===== config.mk =====
export PLATFORM = sky130hd
export DESIGN_NAME = exc_mem_addr_unit
export DESIGN_NICKNAME = d
export VERILOG_FILES = /design/src/rtl/exc_mem_addr_unit.sv
export SDC_FILE = /design/constraint.sdc
export NUM_CORES = 1
export LEC_CHECK = 0
export BUFFER_PORTS_ARGS = -buffer_cell sky130_fd_sc_hd__buf_2
export CORE_UTILIZATION = 51
export CTS_BUF_LIST = sky130_fd_sc_hd__clkbuf_16
export DETAILED_ROUTE_END_ITERATION = 10
export GPL_TIMING_DRIVEN = 0
export PLACE_DENSITY = 0.89
export SLEW_MARGIN = 20
export SYNTH_ARGS = -nofsm -noshare
export SYNTH_HDL_FRONTEND = slang
export SYNTH_SLANG_ARGS = --single-unit

===== constraint.sdc =====
create_clock -name i_clk -period 2.8 [get_ports i_clk]
set_input_delay 0.28 -clock i_clk [delete_from_list [all_inputs] [get_ports i_clk]]
set_output_delay 0.28 -clock i_clk [all_outputs]
set_load 0.01 [all_outputs]

===== src/rtl/exc_mem_addr_unit.sv =====
// exc_mem_addr_unit: IorD memory-address mux with an exception vector-fetch sequencer
module exc_mem_addr_unit #(
    parameter int WIDTH    = 32,
    parameter int NUM_EXC  = 3,
    parameter int VEC_BASE = 253,
    parameter int MEM_LAT  = 1
) (
    input  logic                                          i_clk,
    input  logic                                          i_reset,
    input  logic [1:0]                                    i_src_sel,
    input  logic [WIDTH-1:0]                              i_pc,
    input  logic [WIDTH-1:0]                              i_alu_out,
    input  logic [WIDTH-1:0]                              i_result,
    input  logic [NUM_EXC-1:0]                            i_exc_req,
    input  logic [7:0]                                    i_mem_rdata,
    output logic [WIDTH-1:0]                              o_mem_addr,
    output logic                                          o_busy,
    output logic [WIDTH-1:0]                              o_epc,
    output logic                                          o_epc_we,
    output logic [WIDTH-1:0]                              o_handler_pc,
    output logic                                          o_handler_valid,
    output logic [((NUM_EXC > 1) ? $clog2(NUM_EXC) : 1)-1:0] o_exc_cause
);
    localparam int CW = (NUM_EXC > 1) ? $clog2(NUM_EXC) : 1;
    localparam int NW = $clog2(MEM_LAT + 1);

    typedef enum logic [1:0] {IDLE, VEC, DONE} state_t;

    state_t             r_state, w_next;
    logic [NUM_EXC-1:0] r_pending, w_req;
    logic [WIDTH-1:0]   r_last_addr, r_epc, r_handler_pc;
    logic [CW-1:0]      r_cause, w_k;
    logic [NW-1:0]      r_cnt;
    logic               w_found;

    if (MEM_LAT < 1 || VEC_BASE < 0 || (WIDTH < 31 && VEC_BASE + NUM_EXC - 1 >= (1 << WIDTH))) begin : g_bad_params
        $error("exc_mem_addr_unit: illegal MEM_LAT or vector range");
    end

    // Lowest-index request wins; requests not yet serviced stay in r_pending.
    always_comb begin
        w_req   = r_pending | i_exc_req;
        w_found = 1'b0;
        w_k     = '0;
        for (int i = 0; i < NUM_EXC; i++) begin
            if (w_req[i] && !w_found) begin
                w_found = 1'b1;
                w_k     = CW'(i);
            end
        end
    end

    always_ff @(posedge i_clk) begin
        if (!i_reset)
            r_state <= IDLE;
        else
            r_state <= w_next;
    end

    always_comb begin
        w_next          = r_state == IDLE ? (w_found ? VEC : IDLE) :
                          r_state == VEC  ? (r_cnt == '0 ? DONE : VEC) : IDLE;
        o_busy          = r_state != IDLE;
        o_epc_we        = r_state == VEC && r_cnt == NW'(MEM_LAT - 1);
        o_handler_valid = r_state == DONE;
        o_mem_addr      = r_state == VEC  ? WIDTH'(VEC_BASE) + WIDTH'(r_cause) :
                          r_state == DONE ? r_last_addr :
                          i_src_sel == 2'd0 ? i_pc :
                          i_src_sel == 2'd1 ? i_alu_out :
                          i_src_sel == 2'd2 ? i_result : r_last_addr;
    end

    always_ff @(posedge i_clk) begin
        if (!i_reset) begin
            r_pending    <= '0;
            r_last_addr  <= '0;
            r_epc        <= '0;
            r_handler_pc <= '0;
            r_cause      <= '0;
            r_cnt        <= '0;
        end else begin
            r_pending <= w_req;
            if (r_state == IDLE) begin
                r_last_addr <= o_mem_addr;
                if (w_found) begin
                    r_pending[w_k] <= 1'b0;
                    r_cause        <= w_k;
                    r_epc          <= i_pc - WIDTH'(4);
                    r_cnt          <= NW'(MEM_LAT - 1);
                end
            end else if (r_state == VEC) begin
                if (r_cnt == '0)
                    r_handler_pc <= WIDTH'(i_mem_rdata);
                else
                    r_cnt <= r_cnt - 1'b1;
            end
        end
    end

    assign o_epc        = r_epc;
    assign o_handler_pc = r_handler_pc;
    assign o_exc_cause  = r_cause;
endmodule


# ---- Word level (Yosys, flattened, before mapping)
# Index checks and enable logic that the tools add are counted.
# Widths: inputs -> output; s select.
dict set report word_totals {
  reg_bits 80
  word_cells 57
}
dict set report op_classes {
  addsub 3
  n_bitwise 5
  n_reduce_logical 13
  order_cmp 2
  eq_ne 5
  mux 22
}
# cell count
set op_table {}
lappend op_table {{$mux 32} 5}
lappend op_table {{$sub 32x3->32 const B} 1}
lappend op_table {{$mux 1} 10}
lappend op_table {{$add 8x2->9 const A} 1}
lappend op_table {{$mux 2} 4}
lappend op_table {{$mux 3} 2}
lappend op_table {{$eq 2x1->1 const B} 2}
lappend op_table {{$eq 2x2->1 const B} 2}
lappend op_table {{$logic_and 1x1->1} 4}
lappend op_table {{$logic_not 2->1} 2}
lappend op_table {{$reduce_and 2->1} 2}
lappend op_table {{$reduce_bool 2->1} 2}
lappend op_table {{$and 3x3->3} 1}
lappend op_table {{$lt 2x3->1 const B} 1}
lappend op_table {{$not 3->3} 1}
lappend op_table {{$or 3x3->3} 1}
lappend op_table {{$reduce_and 3->1} 1}
lappend op_table {{$demux 1 s2} 1}
lappend op_table {{$ge 2x1->1 const B} 1}
lappend op_table {{$logic_not 1->1} 2}
lappend op_table {{$ne 2x2->1 const B} 1}
lappend op_table {{$not 1->1} 2}
lappend op_table {{$sub 1x1->1 const B} 1}

# ---- Logic depth before layout (Yosys ltp)
# Gate-level depths: netlist of the first run.
dict set report depth {
  depth_word 16
  depth_mapped 7
}

# ---- Worst setup path after synthesis of the first run
# No wires, ideal clock.
dict set report synth_path {
  path_kind {input port to output port}
  from {input port i_src_sel[0]}
  to {output port o_mem_addr[0]}
  stages 6
  setup_slack_ps 884
  arrival_time_ps 1636
  path_cell_list {buf_2 buf_2 buf_2 mux4_2 a211oi_1 a21oi_1}
}
dict set report synth_via {
  elab_chain_cells 6
}
# element line
set synth_lines {}
lappend synth_lines {{from (decl)} 10} ;# input logic [1:0] i_src_sel,
lappend synth_lines {{$eq 2x2->1} 70} ;# i_src_sel == 2'd2 ? i_result : r_last_addr;
lappend synth_lines {{$mux 32} 70}
lappend synth_lines {{$mux 32} 69} ;# i_src_sel == 2'd1 ? i_alu_out :
lappend synth_lines {{$mux 32 (*)} 68} ;# i_src_sel == 2'd0 ? i_pc :
lappend synth_lines {{$mux 32 (*)} 67} ;# r_state == DONE ? r_last_addr :
lappend synth_lines {{$mux 32 (*)} 66} ;# o_mem_addr = r_state == VEC ? WIDTH'(VEC_BASE) + WIDTH'(r_cause) :
lappend synth_lines {{to (decl)} 16} ;# output logic [WIDTH-1:0] o_mem_addr,
# Mark *: on every way between the ends. The rest lies on a longest branch, timed or not.

# ---- Final worst setup path of the first run
dict set report layout_path {
  from {register r_state[1]}
  to {output port o_mem_addr[8]}
}
dict set report layout_via {
  elab_chain_cells 3
}
# element line
set layout_lines {}
lappend layout_lines {{from (decl)} 29} ;# state_t r_state, w_next;
lappend layout_lines {{from (signal assigned)} 57} ;# r_state <= w_next;
lappend layout_lines {{$eq 2x2->1} 67}
lappend layout_lines {{$mux 32} 67}
lappend layout_lines {{$mux 32 (*)} 66}
# Marks and branches as above.

==> results of run 1 <==
-- per-stage QoR --
step / utilization [%] / area [um2] / worst slack, ns / hold slack, ns
4_1_cts: 69.0 / 6470 / 0.316 / 0.182
3_3_place_gp: 65.7 / 6160 / 0.534 / 0.441
6_report: 69.0 / 6470 / 0.246 / 0.182
5_1_grt: 69.0 / 6470 / 0.0866 / 0.191
2_1_floorplan: - / 5070 / 0.884 / 0.376
3_5_place_dp: 65.7 / 6160 / 0.461 / 0.445
-- synthesized netlist by cell type, types with 3 or more instances --
| library cell | count | share of area, % |
|---|---|---|
| sky130_fd_sc_hd__xor2_1 | 3 | 0.53 |
| sky130_fd_sc_hd__a21oi_1 | 61 | 6.1 |
| sky130_fd_sc_hd__buf_1 | 4 | 0.30 |
| sky130_fd_sc_hd__buf_4 | 24 | 3.6 |
| sky130_fd_sc_hd__nand2_1 | 114 | 8.6 |
| sky130_fd_sc_hd__clkbuf_1 | 28 | 2.1 |
| sky130_fd_sc_hd__or4_1 | 12 | 1.8 |
| sky130_fd_sc_hd__a211oi_1 | 16 | 2.4 |
| sky130_fd_sc_hd__or3_1 | 7 | 0.88 |
| sky130_fd_sc_hd__o41ai_1 | 4 | 0.70 |
| sky130_fd_sc_hd__mux4_2 | 32 | 14 |
| sky130_fd_sc_hd__o31ai_1 | 10 | 1.5 |
| sky130_fd_sc_hd__nor2_1 | 21 | 1.6 |
| sky130_fd_sc_hd__dfxtp_1 | 79 | 32 |
| sky130_fd_sc_hd__mux2i_1 | 24 | 4.8 |
| sky130_fd_sc_hd__a31oi_1 | 14 | 1.8 |
| sky130_fd_sc_hd__nand3_1 | 7 | 0.70 |
| sky130_fd_sc_hd__xnor2_1 | 7 | 1.2 |
| sky130_fd_sc_hd__nand4_1 | 3 | 0.38 |
| sky130_fd_sc_hd__o21ai_1 | 31 | 3.1 |
| sky130_fd_sc_hd__and2_1 | 10 | 1.3 |
| sky130_fd_sc_hd__inv_2 | 4 | 0.30 |
| sky130_fd_sc_hd__nor3_1 | 8 | 0.80 |
| sky130_fd_sc_hd__buf_2 | 13 | 1.3 |
| sky130_fd_sc_hd__o21ai_0 | 23 | 2.3 |
-- kinds of logic (layout without fill, tap and decap cells) --
kind of cell / after synthesis / after routing / share of synthesized area, %
AOI/OAI and AO/OA: 165 / 165 / 18.9
buffers and inverters: 76 / 277 / 8.01
adders and majority gates: 2 / 2 / 0.502
and+or+nand+nor: 199 / 199 / 19.7
muxes: 56 / 56 / 19.3
other: 1 / 24 / 0.0753
DFF: 79 / 79 / 31.7
xor gates and xnor gates: 10 / 10 / 1.76
-- per-layer routing --
| layer | GRT usage [%] | vias up | routed length (um) |
|---|---|---|---|
| li1 | - | 2542 | - |
| met1 | 38.4 | 2557 | 6070 |
| met2 | 54.2 | 361 | 8090 |
| met3 | 6.73 | 56 | 1650 |
| met4 | 16.1 | 0 | 542 |
| met5 | 0 | - | 0 |
-- sequential cells by signal, summed over array words and instances (netlist names) --
name          flops
o_epc            32
r_last_addr      32
o_handler_pc      8
r_pending         3
o_exc_cause       2
r_state           2
-- final cells by class --
| type | count | area, um2 |
|---|---|---|
| Timing Repair Buffer | 185 | 926 |
| Sequential cell | 79 | 1580 |
| Tap cell | 129 | 161 |
| Clock buffer | 9 | 225 |
| Inverter | 6 | 22.5 |
| Clock inverter | 7 | 88.8 |
| Multi-Input combinational cell | 456 | 3090 |
| Buffer | 70 | 377 |
| Fill cell | 811 | 2900 |
-- critical path, stage by stage, from the launching register on --
cell,delay (ns)
sky130_fd_sc_hd__dfxtp_1,0.37
sky130_fd_sc_hd__inv_2,0.11
sky130_fd_sc_hd__clkbuf_1,0.61
sky130_fd_sc_hd__nand2_1,0.35
sky130_fd_sc_hd__a31oi_1,0.33
sky130_fd_sc_hd__buf_2,0.18
-- how the worst max path moves through the flow --
stage	slack [ns]	end
after floorplan	0.88	o_mem_addr[0]
after global placement	0.53	o_mem_addr[8]
after detailed placement	0.46	o_mem_addr[0]
after CTS	0.32	o_mem_addr[8]
after global routing	0.09	o_mem_addr[9]
final	0.25	o_mem_addr[8]
-- report_power, final --
group | internal, W | switching [W]
Sequential | 0.00125 | 0.0000756
Clock | 0.000774 | 0.000468
Combinational | 0.000430 | 0.000613
==> results_dict.tcl, run 1 <==
set metrics [dict create \
    core_area_um2 9370 \
    place.port_buffers 185 \
    hp-class "input port to flip-flop" \
    setup_total_negative_slack_ns 0 \
    timing.setup.critical_path_class "flip-flop to output port" \
    drt_iter0_markers 307 \
    cap_viol_max_count 0 \
    grt.overflow.total 0 \
    layout-drive-gt1-share_pct 35.0 \
    worst_ep_required_time_ns 2.52 \
    ir_worst_vdd_v 0.000380 \
    grt_antenna_before_repair 0 \
    maxClockFrequency_ghz 0.391 \
    power_density_nw_per_um2 557 \
    nNetsFinal 920 \
    hp-start "i_mem_rdata[5]" \
    detailed_place_hpwl_um 12500 \
    grt_start_max_net_pins 14 \
    count_of_placed_standard_cells_including_taps 925 \
    die_x_um 101 \
    final_hold_fails 0 \
    totalWireLength_um 16400 \
    min_period_over_period_pct 91.2 \
    worstRegToRegCells 6 \
    synth_enable_flop_cells 0 \
    post_cts_buffers 0 \
    layout_commonest_cell "sky130_fd_sc_hd__buf_2" \
    num_vias 5516 \
    grt.total_usage_pct 31.9 \
    drt_pass1_iterations 5 \
    tritoncts "built" \
    grt_pass1_wl_um 25200 \
    setup_viol 0 \
    critPathCaptureType "output port" \
    number_of_warnings_issued_by_yosys 0 \
    vias_per_cell 5.86 \
    cts_root_buf "sky130_fd_sc_hd__clkbuf_16" \
    rrSetupSlack_ns 0.85 \
    dominantRegCellSynth "sky130_fd_sc_hd__dfxtp_1" \
    std_cell_rows 35 \
    avgRoutedWirePerCell_um 17.4 \
    postSynthAreaPerCell_um2 8.47 \
    worst_setup_path_start_kind "flip-flop" \
    top_level_ports 212 \
    cts-buffers-inserted 9 \
    clock_skew_ns 0.00720 \
    dieArea_um2 10200 \
    power_w 0.00361 \
    finalMaxSlewViolations 0 \
    fin_crit_ns 2.55 \
    p_leak_nw 2.90 \
    cts.sink_count 79 \
    detail-route-antenna-nets 0 \
    ys_async_sr_fraction_pct 0 \
    rsz0062_at_grt "no" \
    crit_arrival_ns 2.27 \
    hold_path_depth 3 \
    grt_pass1_vias 5121 \
    critical_path.startpoint "r_state[1]" \
    htreeDepth 3 \
    synthToLayoutAreaGrowth_pct 29.9 \
    most_frequent_cells_in_the_layout "sky130_fd_sc_hd__buf_2, sky130_fd_sc_hd__nand2_1, sky130_fd_sc_hd__dfxtp_1" \
    initial_utilization_pct 53.2 \
    ctsLongestPathBuffers 2 \
    clkLatencyLatePin_ns 0.33 \
    holdBufCountCts 0 \
    syn_area_um2 4980 \
    synth_seq_cells 79 \
    die_h_um 101 \
    final_cells 941 \
    place.gp.congestion 0.914 \
    r2r-start "r_state[0]" \
    tightest_slew_ns 0.798 \
    cts_repair_resize_count 0 \
    antennaDiodeCount 0 \
    run_status "finished clean" \
    synth_cells 588 \
    crit-reg2reg-capture "o_epc[28]" \
    normalized_max_slew_margin_pct 46.8 \
    synth.distinct_cells 46 \
    synth_sequential_area_ratio_pct 31.7 \
    cts.reportedPaths.clkPinSlew_ns 0.06 \
    drc 0 \
    top_fanout_value_on_the_critical_path 10 \
    worstHoldEndpoint "o_handler_pc[5]" \
]
(Power assumes the default switching activity.)
==> run 2, diff against run 1 <==
--- a/config.mk
+++ b/config.mk
@@ -11,6 +11,7 @@
 export DETAILED_ROUTE_END_ITERATION = 10
 export GPL_TIMING_DRIVEN = 0
 export PLACE_DENSITY = 0.89
+export RECOVER_POWER = 100
 export SLEW_MARGIN = 20
 export SYNTH_ARGS = -nofsm -noshare
 export SYNTH_HDL_FRONTEND = slang
==> run 2 against run 1 <==
Wire length hardly changed. Total power shrank 1.3%. Worst setup slack worse by 0.028 ns. Count of clock-buffer cells in the layout stayed put. Clock skew is essentially flat. Die area is the same. Critical endpoint unchanged. Highest routed layer unchanged.
==> results_dict.tcl, run 2 (same netlist as run 1, synthesis figures left out) <==
set metrics [dict create \
    most_frequent_cells_in_the_layout "sky130_fd_sc_hd__buf_2, sky130_fd_sc_hd__nand2_1, sky130_fd_sc_hd__clkbuf_1" \
    worst_setup_path_start_kind "flip-flop" \
    totalWireLength_um 16400 \
    place.gp.congestion 0.914 \
    fin_crit_ns 2.58 \
    sequential_share_of_power_pct 37.2 \
    drc 0 \
    grt_pass1_wl_um 25200 \
    post_cts_buffers 0 \
    grt_antenna_before_repair 0 \
    filler_cell_count 850 \
    worst_ep_required_time_ns 2.52 \
    final_hold_fails 0 \
    critPathCaptureType "output port" \
    drt_iter0_markers 351 \
    dieArea_um2 10200 \
    worstRegToRegCells 6 \
    clkLatencyLatePin_ns 0.33 \
    crit_arrival_ns 2.30 \
    clkPwrFrac_pct 34.7 \
    finalMaxSlewViolations 0 \
    antennaDiodeCount 0 \
    num_vias 5542 \
    comb_power_share_pct 28.1 \
    place.port_buffers 185 \
    setup_viol 0 \
    grt_pass1_vias 5121 \
    cts_root_buf "sky130_fd_sc_hd__clkbuf_16" \
    die_x_um 101 \
    hp-class "input port to flip-flop" \
    switch_share_pct 32.3 \
    vias_per_cell 5.89 \
    rsz0062_at_grt "no" \
    tightest_slew_ns 0.967 \
    cts-buffers-inserted 9 \
    netSwitchingPower_w 0.00115 \
    clock_skew_ns 0.00724 \
    nNetsFinal 920 \
    power_density_nw_per_um2 560 \
    setup_total_negative_slack_ns 0 \
    holdBufCountCts 0 \
    cts.sink_count 79 \
    p_leak_nw 2.63 \
    std_cell_rows 35 \
    hp-start "i_mem_rdata[5]" \
    ir_worst_vdd_v 0.000377 \
    grt_start_max_net_pins 14 \
    normalized_max_slew_margin_pct 34.9 \
    cts_repair_resize_count 0 \
    power_w 0.00356 \
    tritoncts "built" \
    critical_path.startpoint "r_state[1]" \
    synthToLayoutAreaGrowth_pct 27.6 \
    initial_utilization_pct 53.2 \
    hold_path_depth 3 \
    grt.overflow.total 0 \
    drt_pass1_iterations 5 \
    detailed_place_hpwl_um 12500 \
    internal_power_w 0.00241 \
    run_status "finished clean" \
    avgRoutedWirePerCell_um 17.4 \
    layout-drive-gt1-share_pct 25.2 \
    timing.setup.critical_path_class "flip-flop to output port" \
    fin_hold_ws_ns 0.182 \
    top_level_ports 212 \
    layout_commonest_cell "sky130_fd_sc_hd__buf_2" \
    ctsLongestPathBuffers 2 \
    die_h_um 101 \
    core_area_um2 9370 \
    htreeDepth 3 \
    r2r-start "r_state[0]" \
    maxClockFrequency_ghz 0.387 \
    cap_viol_max_count 0 \
    cts.reportedPaths.clkPinSlew_ns 0.06 \
    postLayoutCoreUtil_pct 67.9 \
    top_fanout_value_on_the_critical_path 10 \
    detail-route-antenna-nets 0 \
    min_period_over_period_pct 92.2 \
    grt.total_usage_pct 31.9 \
]
[run 2: path summary, 6_finish.rpt]
path	endpoint	slack, ns
min	o_handler_pc[5]	0.18
max reg2reg	o_epc[28]	0.47
max	o_mem_addr[8]	0.22
min reg2reg	o_handler_pc[6]	0.45
[run 2: metrics by stage]
step                setup WS [ns]  instance area (um2)  cells
global route               0.0523                 6360    941
detailed placement          0.461                 6160    925
finish                      0.217                 6360    941
floorplan                   0.884                 5070    611
global placement            0.534                 6160    925
CTS                         0.316                 6470    941
[run 2: power groups by stage]
stage / logic, W / clock network (W) / registers, W
3_5_place_dp: 0.00102 / 0 / 0.00134
2_1_floorplan: 0.000600 / 0 / 0.00136
5_1_grt: 0.00109 / 0.00129 / 0.00134
3_3_place_gp: 0.000987 / 0 / 0.00134
6_report: 0.00100 / 0.00123 / 0.00132
4_1_cts: 0.00103 / 0.00124 / 0.00132
[run 2: layout make-up]
type	instances	area, um2	share of cell area, %
multi-input combinational	456	3080	48.4
clock buffer	9	225	3.54
buffer	70	363	5.71
inverter	6	22.5	0.354
tap	129	161	2.54
clock inverter	7	88.8	1.40
sequential	79	1580	24.9
timing repair buffer	185	840	13.2
[run 2: metal layers]
layer  up-vias  GRT usage, %  part of all wire [%]
met1      2603          38.4                    38
met5         -             0                     0
met4         0          16.1                   3.2
met3        51          6.73                   9.4
li1       2549             -                     -
met2       339          54.2                    49
[run 2: critical path, cell delays in order, from the launching register on]
cell,delay [ns]
sky130_fd_sc_hd__dfxtp_1,0.37
sky130_fd_sc_hd__inv_2,0.10
sky130_fd_sc_hd__clkbuf_1,0.63
sky130_fd_sc_hd__nand2_1,0.35
sky130_fd_sc_hd__a31oi_1,0.34
sky130_fd_sc_hd__clkbuf_1,0.19
==> run 3, diff against run 2 <==
--- a/config.mk
+++ b/config.mk
@@ -10,7 +10,7 @@
 export CTS_BUF_LIST = sky130_fd_sc_hd__clkbuf_16
 export DETAILED_ROUTE_END_ITERATION = 10
 export GPL_TIMING_DRIVEN = 0
-export PLACE_DENSITY = 0.89
+export PLACE_DENSITY_LB_ADDON = 0.3
 export RECOVER_POWER = 100
 export SLEW_MARGIN = 20
 export SYNTH_ARGS = -nofsm -noshare
==> run 3 against run 2 <==
Clock power hardly changed. Via count down 0.61%. Cell area hardly changed. Count of clock-buffer cells in the layout stayed put. Utilization about the same. Sequential power barely moved. Non-clock buffer count stayed put. Combinational power barely moved. Sequential share of layout area barely moved. Cell count unchanged. Sequential cell count unchanged.
==> results_dict.tcl, run 3 (same netlist as run 1, synthesis figures left out) <==
set metrics [dict create \
    layout_commonest_cell "sky130_fd_sc_hd__buf_2" \
    fin_hold_ws_ns 0.174 \
    core_area_um2 9370 \
    ir_worst_vdd_v 0.000384 \
    layout.area.seq_um2 1580 \
    tightest_slew_ns 0.935 \
    std_cell_rows 35 \
    holdBufCountCts 0 \
    hp-class "input port to flip-flop" \
    setup_viol 0 \
    layout-drive-gt1-share_pct 25.5 \
    cts-buffers-inserted 9 \
    final_area_um2 6360 \
    detail-route-antenna-nets 0 \
    detailed_place_hpwl_um 12500 \
    ctsLongestPathBuffers 2 \
    top_level_ports 212 \
    place.port_buffers 185 \
    p_leak_nw 2.62 \
    top_fanout_value_on_the_critical_path 10 \
    postLayoutCoreUtil_pct 67.9 \
    final_hold_fails 0 \
    tritoncts "built" \
    timing.setup.critical_path_class "flip-flop to output port" \
    htreeDepth 3 \
    fin_crit_ns 2.59 \
    post_cts_buffers 0 \
    rsz0062_at_grt "no" \
    post-place-ws_ns 0.495 \
    cap_viol_max_count 0 \
    grt_pass1_vias 5100 \
    nNetsFinal 920 \
    cts.reportedPaths.clkPinSlew_ns 0.07 \
    clock_skew_ns 0.00878 \
    synthToLayoutAreaGrowth_pct 27.6 \
    power_density_nw_per_um2 559 \
    critPathTopFamily "buffers and inverters" \
    number_of_buffers_and_inverters_on_the_critical_path 3 \
    drt_iter0_markers 404 \
    place.gp.congestion 0.923 \
    worst_slack_ns 0.208 \
    crit_top_cell "sky130_fd_sc_hd__clkbuf_1" \
    maxClockFrequency_ghz 0.386 \
    sequential_share_of_power_pct 37.2 \
    avgRoutedWirePerCell_um 17.3 \
    run_status "finished clean" \
    cts_repair_resize_count 0 \
    drt_pass1_iterations 5 \
    dieArea_um2 10200 \
    switch_share_pct 34.0 \
    totalWireLength_um 16300 \
    setup_total_negative_slack_ns 0 \
    critPathSlowestCell "sky130_fd_sc_hd__clkbuf_1" \
    filler_cell_count 869 \
    worst_ep_required_time_ns 2.52 \
    critPathCaptureType "output port" \
    placement.cell_area_um2 6160 \
    initial_utilization_pct 53.2 \
    comb_power_share_pct 28.2 \
    finalMaxSlewViolations 0 \
    most_frequent_cells_in_the_layout "sky130_fd_sc_hd__buf_2, sky130_fd_sc_hd__nand2_1, sky130_fd_sc_hd__clkbuf_1" \
    antennaDiodeCount 0 \
    die_x_um 101 \
    netSwitchingPower_w 0.00121 \
    worst_setup_path_start_kind "flip-flop" \
    grt_antenna_before_repair 0 \
    critPathMaxStageDelay_ns 0.62 \
    grt.overflow.total 0 \
    grt_pass1_wl_um 24800 \
    vias_per_cell 5.85 \
    crit_arrival_ns 2.31 \
    die_h_um 101 \
    internal_power_w 0.00235 \
    min_period_over_period_pct 92.6 \
    cts_root_buf "sky130_fd_sc_hd__clkbuf_16" \
    drc 0 \
    num_vias 5508 \
    clkPwrFrac_pct 34.7 \
    cts.sink_count 79 \
    multi_input_comb_area_um2 3080 \
    crit_chain "inv_1, clkbuf_1, nand2_1, a31oi_1, clkbuf_1" \
    clkLatencyLatePin_ns 0.34 \
    grt.total_usage_pct 31.3 \
    grt_start_max_net_pins 17 \
    normalized_max_slew_margin_pct 37.0 \
]
[run 3: final timing paths]
path | startpoint | endpoint | slack, ns | cells after the start
worst min register to register | o_handler_pc[3] | o_handler_pc[3] | 0.45 | 2
worst max-delay path | r_state[1] | o_mem_addr[8] | 0.21 | 5
worst min-delay path | i_mem_rdata[4] | o_handler_pc[4] | 0.17 | 3
worst max register to register | r_state[0] | o_epc[28] | 0.45 | 6
[run 3: stage by stage]
stage | total power, W | cells
after floorplan | 0.00196 | 611
after global placement | 0.00233 | 925
after detailed placement | 0.00236 | 925
after CTS | 0.00357 | 941
after global routing | 0.00370 | 941
final | 0.00355 | 941
[run 3: routing by layer]
layer	track usage, %	up-vias	part of all wire (%)
li1	-	2538	-
met5	0	-	0
met1	39.1	2628	40
met4	9.59	0	1.5
met2	55.3	311	51
met3	4.92	31	7.9
[run 3: final cells by class]
cell class / instances / share of cell area, %
buffer: 70 / 5.72
timing repair buffer: 185 / 13.2
inverter: 6 / 0.354
clock inverter: 7 / 1.40
tap: 129 / 2.54
sequential: 79 / 24.9
clock buffer: 9 / 3.54
multi-input combinational: 456 / 48.4
[run 3: worst register-to-register path: stages, from the launching register on]
cell and delay [ns]:
sky130_fd_sc_hd__dfxtp_1 0.30, sky130_fd_sc_hd__clkbuf_1 0.21, sky130_fd_sc_hd__nor2_1 0.20, sky130_fd_sc_hd__clkbuf_1 0.37, sky130_fd_sc_hd__o21ai_0 0.46, sky130_fd_sc_hd__or4_1 0.65
sky130_fd_sc_hd__nand3_1 0.10
[run 3: power by group through the flow]
stage / logic [W] / registers, W / clock network [W]
floorplan: 0.000600 / 0.00136 / 0
global placement: 0.000990 / 0.00134 / 0
detailed placement: 0.00102 / 0.00134 / 0
CTS: 0.00103 / 0.00132 / 0.00123
global route: 0.00108 / 0.00133 / 0.00128
finish: 0.00100 / 0.00132 / 0.00123
